`src/rtl/dram_ctrl_pkg.sv`:
```
// Shared types and defaults for the DRAM controller: state encoding,
// default widths/latency and the latency counter width.
package dram_ctrl_pkg;

    typedef enum logic [1:0] {
        IDLE    = 2'd0,
        RD_WAIT = 2'd1,
        WR_WAIT = 2'd2
    } state_t;

    localparam int DEF_ADDR_W  = 16;
    localparam int DEF_DATA_W  = 16;
    localparam int DEF_LATENCY = 2;
    localparam int CNT_W       = 4;

endpackage

```
`src/rtl/dram_lat_cnt.sv`:
```
// Strobe latency down-counter: loads on accept, decrements while waiting,
// flags zero so the controller knows the next edge completes the access.
module dram_lat_cnt
    import dram_ctrl_pkg::*;
(
    input  logic             i_clk,
    input  logic             i_rst,
    input  logic             i_load,
    input  logic [CNT_W-1:0] i_load_val,
    input  logic             i_dec,
    output logic [CNT_W-1:0] o_cnt,
    output logic             o_zero
);

    logic [CNT_W-1:0] r_cnt;

    always_ff @(posedge i_clk or posedge i_rst) begin
        if (i_rst)
            r_cnt <= '0;
        else if (i_load)
            r_cnt <= i_load_val;
        else if (i_dec && (r_cnt != '0))
            r_cnt <= r_cnt - 1'b1;
    end

    assign o_cnt  = r_cnt;
    assign o_zero = (r_cnt == '0);

endmodule

```
`src/rtl/dram_ctrl.sv`:
```
// Single-outstanding DRAM access controller holding RD/WR strobes for LATENCY
// cycles. Define DRAM_CTRL_POSTED_WR_EN to acknowledge writes right after accept.
module dram_ctrl
    import dram_ctrl_pkg::*;
#(
    parameter int ADDR_W  = DEF_ADDR_W,
    parameter int DATA_W  = DEF_DATA_W,
    parameter int LATENCY = DEF_LATENCY
) (
    input  logic              i_clk,
    input  logic              i_rst,
    input  logic              i_req,
    input  logic              i_we,
    input  logic [ADDR_W-1:0] i_addr,
    input  logic [DATA_W-1:0] i_wdata,
    output logic              o_ack,
    output logic [DATA_W-1:0] o_rdata,
    output logic              o_busy,
    output logic [ADDR_W-1:0] o_mem_addr,
    output logic              o_mem_rd,
    output logic              o_mem_wr,
    output logic [DATA_W-1:0] o_mem_data_out,
    input  logic [DATA_W-1:0] i_mem_data_in
);

    localparam logic [CNT_W-1:0] LOAD_VAL = CNT_W'(LATENCY - 1);

    state_t            r_state, w_next;
    logic              w_accept, w_done, w_dec, w_zero;
    logic [CNT_W-1:0]  w_cnt;
    logic              r_ack;
    logic [ADDR_W-1:0] r_mem_addr;
    logic [DATA_W-1:0] r_mem_dout, r_rdata;

    dram_lat_cnt u_cnt (
        .i_clk      (i_clk),
        .i_rst      (i_rst),
        .i_load     (w_accept),
        .i_load_val (LOAD_VAL),
        .i_dec      (w_dec),
        .o_cnt      (w_cnt),
        .o_zero     (w_zero)
    );

    always_ff @(posedge i_clk or posedge i_rst) begin
        if (i_rst)
            r_state <= IDLE;
        else
            r_state <= w_next;
    end

    always_comb begin
        w_next   = r_state;
        w_accept = 1'b0;
        w_done   = 1'b0;
        w_dec    = 1'b0;
        case (r_state)
            IDLE: begin
                if (i_req) begin
                    w_accept = 1'b1;
                    w_next   = i_we ? WR_WAIT : RD_WAIT;
                end
            end
            RD_WAIT, WR_WAIT: begin
                if (w_zero) begin
                    w_done = 1'b1;
                    w_next = IDLE;
                end else begin
                    w_dec = 1'b1;
                end
            end
            default: w_next = IDLE;
        endcase
    end

    // Address/data are latched once at accept so they stay stable for the whole strobe.
    always_ff @(posedge i_clk or posedge i_rst) begin
        if (i_rst) begin
            r_ack      <= 1'b0;
            r_mem_addr <= '0;
            r_mem_dout <= '0;
            r_rdata    <= '0;
        end else begin
            r_ack <= 1'b0;
            if (w_accept) begin
                r_mem_addr <= i_addr;
                r_mem_dout <= i_wdata;
`ifdef DRAM_CTRL_POSTED_WR_EN
                r_ack      <= i_we;
`endif
            end
            if (w_done) begin
`ifdef DRAM_CTRL_POSTED_WR_EN
                r_ack <= (r_state == RD_WAIT);
`else
                r_ack <= 1'b1;
`endif
                if (r_state == RD_WAIT)
                    r_rdata <= i_mem_data_in;
            end
        end
    end

    assign o_ack          = r_ack;
    assign o_rdata        = r_rdata;
    assign o_busy         = (r_state != IDLE);
    assign o_mem_addr     = r_mem_addr;
    assign o_mem_rd       = (r_state == RD_WAIT);
    assign o_mem_wr       = (r_state == WR_WAIT);
    assign o_mem_data_out = r_mem_dout;

    // Keeps the counter value observable for debug without a dangling net.
    logic w_cnt_unused;
    assign w_cnt_unused = ^w_cnt;

endmodule

```
`config.mk`:
```
export PLATFORM = sky130hd
export DESIGN_NAME = dram_ctrl
export DESIGN_NICKNAME = d
export VERILOG_FILES = /design/src/rtl/dram_ctrl_pkg.sv /design/src/rtl/dram_lat_cnt.sv /design/src/rtl/dram_ctrl.sv
export SDC_FILE = /design/constraint.sdc
export NUM_CORES = 1
export LEC_CHECK = 0
export CORE_UTILIZATION = 42
export DETAILED_ROUTE_END_ITERATION = 6
export PLACE_DENSITY = 0.84
export SETUP_SLACK_MARGIN = 0.02
export SYNTH_ARGS = -nofsm -noshare
export SYNTH_HDL_FRONTEND = slang
export SYNTH_HIERARCHICAL = 1
export SYNTH_SLANG_ARGS = --single-unit
```
`constraint.sdc`:
```
create_clock -name i_clk -period 2.4 [get_ports i_clk]
set_input_delay 0.6 -clock i_clk [delete_from_list [all_inputs] [get_ports i_clk]]
set_output_delay 0.6 -clock i_clk [all_outputs]
set_load 0.02 [all_outputs]
```
==> metrics <==
Core Area=0.00554 mm2; post-synthesis adder-cell area fraction=0.0207; sequential power share=0.337; Synth area leader=dfrtp_1; initial antenna violation count=0; RSZ-0062 raised after global routing=false; R2R setup slack=0.25 ns; Sink Count=55; crit path launch type=flop; hold path cells=1; die area=0.00607 mm2; drc violations=0; Detailed Route Iter0 Violations=41; net count reported at finish=317; switch share=0.347; FF-to-FF Start=u_cnt/o_cnt[0]; post-detail-place hpwl=3550 um; Hold WS=0.513 ns; Setup violations, final=0; critical path's largest stage delay=0.63 ns; Async SR Flop Fraction=1.00; mapped cell area=0.00242 mm2; ant diodes=0; Warnings, synthesis=6; Worst EP required=1.80 ns; most area-consuming cells after synthesis=dfrtp_1, mux2_4, mux2_2; pwr dens=1350 mW/mm2; Via density=4.71; Max-cap violations=0; register bit count reported by yosys=55; area fraction in compound gates after synthesis=0.0310; Synth Area in XOR/XNOR=0; number of routed nets with antenna violations=0; worst setup path startpoint=r_state[1]; mux contribution to synthesized area=0.282; CP cell instances=inv_1, ha_1, clkdlybuf4s50_1; Overall Global Routing Usage=0.170; Net Sw Power=1.71 mW; logic gate share of total power=0.542; worst-skew pair later-pin latency=0.30 ns; fraction of layout cells with a size suffix above 1=0.253; Avg Cell Area, Syn=16.0 um2; Worst setup EP type=output pin; Max VDD drop=0.704 mV; final hold violations=0; via count=1569; DIE HEIGHT=77.9 um; Synth top area share=0.569; Reg2Reg Depth=7; WL/cell=14.7 um; vias in the first global route=1664; Static Leak=1.64 nW; Setup Skew=0.00536 ns; period utilisation layout=0.936; crit path max fanout=3; critical path arrival=1.65 ns; post-layout util=0.657; Die W=77.9 um; IO Port Bufs=103; CTS tree=yes; Worst path slowest cell=clkdlybuf4s50_1; IO Pins=104; largest net degree at the start of global routing=52; main combinational cell family by area after synthesis=multiplexers; CTS max path bufs=2; setup TNS=0 ns; min-delay src=o_rdata[2]; Area growth syn-to-layout=50.5%; Post-CTS Setup Bufs=0; Clock transition at path regs=0.09 ns; first-pass GRT wire length=7990 um; H-tree levels=2; WS Path Type=flop to output pin; HP Class=flop to flop; proportion of synthesized chip area in sequential cells=0.569; synth cell count leaders=dfrtp_1, mux2_4, mux2_2; CTS Buf Count=5; status=finished clean; cell with the most instances after synthesis=dfrtp_1; Final Critical Period=2.25 ns; Max Slew Vio Count=0; P_int=3.22 mW; Rows=27; Synth Area in Simple Gates=0.0502; Initial DRT Pass Iterations=3; Starting Density=0.437; Cell variety after synth=30; Root Driver=clkbuf_8; Placer Congestion=0.791; # fillers=435; Main synth FF type=dfrtp_1; cts repair resizes=0; total congestion overflow=0; part of the power in the clock network=0.120; total routed wirelength=4900 um; Syn Inst Count=151; number of synthesized flops with an enable pin=0; FMAX=0.445 GHz; CTS Hold Bufs=0
[cells in the final DEF (no fill, tap or decap), types with 2 or more instances in the layout]
cell type and n:
a21oi_1 3, buf_12 3, clkbuf_8 5, clkdlybuf4s50_1 103
conb_1 4, dfrtp_1 55, ha_1 4, inv_1 7
mux2_2 10, mux2_4 38, nand2_1 4, o21ai_0 2
o21ai_1 3
[per-layer routing]
layer  share of wire  up-vias  GRT usage
met4          0.0098        0     0.0547
met1            0.43      770      0.222
li1                -      731          -
met2            0.50       62      0.278
met5               0        -          0
met3           0.064        6     0.0424
[sequential cells by signal, summed over array words and instances (netlist names)]
register	flops
o_mem_data_out	16
o_rdata	16
u_cnt/o_cnt	4
r_state	2
o_ack	1
o_mem_addr	16
[per-stage QoR]
| step | setup slack, ns | cells | instance area [um2] | power (mW) |
|---|---|---|---|---|
| final | 0.154 | 333 | 3640 | 4.93 |
| after global routing | 0.0357 | 333 | 3640 | 5.21 |
| after floorplan | 0.406 | 153 | 2430 | 3.21 |
| after global placement | 0.356 | 326 | 3540 | 4.29 |
| after detailed placement | 0.249 | 326 | 3540 | 4.36 |
| after CTS | 0.138 | 333 | 3640 | 4.98 |
[area by class of cell]
type,count,area [um2],share of cell area
Sequential cell,55,1380,0.378
Timing Repair Buffer,106,1090,0.300
Multi-Input combinational cell,84,945,0.259
Tap cell,72,90.1,0.0247
Clock buffer,6,72.6,0.0199
Inverter,9,36.3,0.00997
Clock inverter,1,30.0,0.00825
[power by group through the flow]
stage | logic (mW) | clock network [mW] | registers (mW)
floorplan | 1.05 | 0 | 2.17
global placement | 2.64 | 0 | 1.65
detailed placement | 2.69 | 0 | 1.67
CTS | 2.70 | 0.612 | 1.67
global route | 2.83 | 0.652 | 1.72
finish | 2.68 | 0.594 | 1.66
[kinds of logic after synthesis]
kind of cell	Yosys count
flip-flops	55
other	2
buffers and inverters	14
adder cells (fa/ha/maj)	4
AND/OR/NAND/NOR	16
AO/OA/AOI/OAI	12
multiplexers	48
[worst paths after layout]
check | to
min in group asynchronous | u_cnt/o_cnt[1]
min reg2reg | o_rdata[2]
min | o_rdata[2]
max reg2reg | u_cnt/o_cnt[3]
max | o_mem_rd
max in group asynchronous | o_rdata[10]
[worst max-delay path, delay by kind of cell, from the launching register on]
kind / cells / cell delay, ns
buffers and inverters: 2 / 0.72
DFF: 1 / 0.42
adders and majority gates: 1 / 0.21
(Power assumes the default switching activity.)
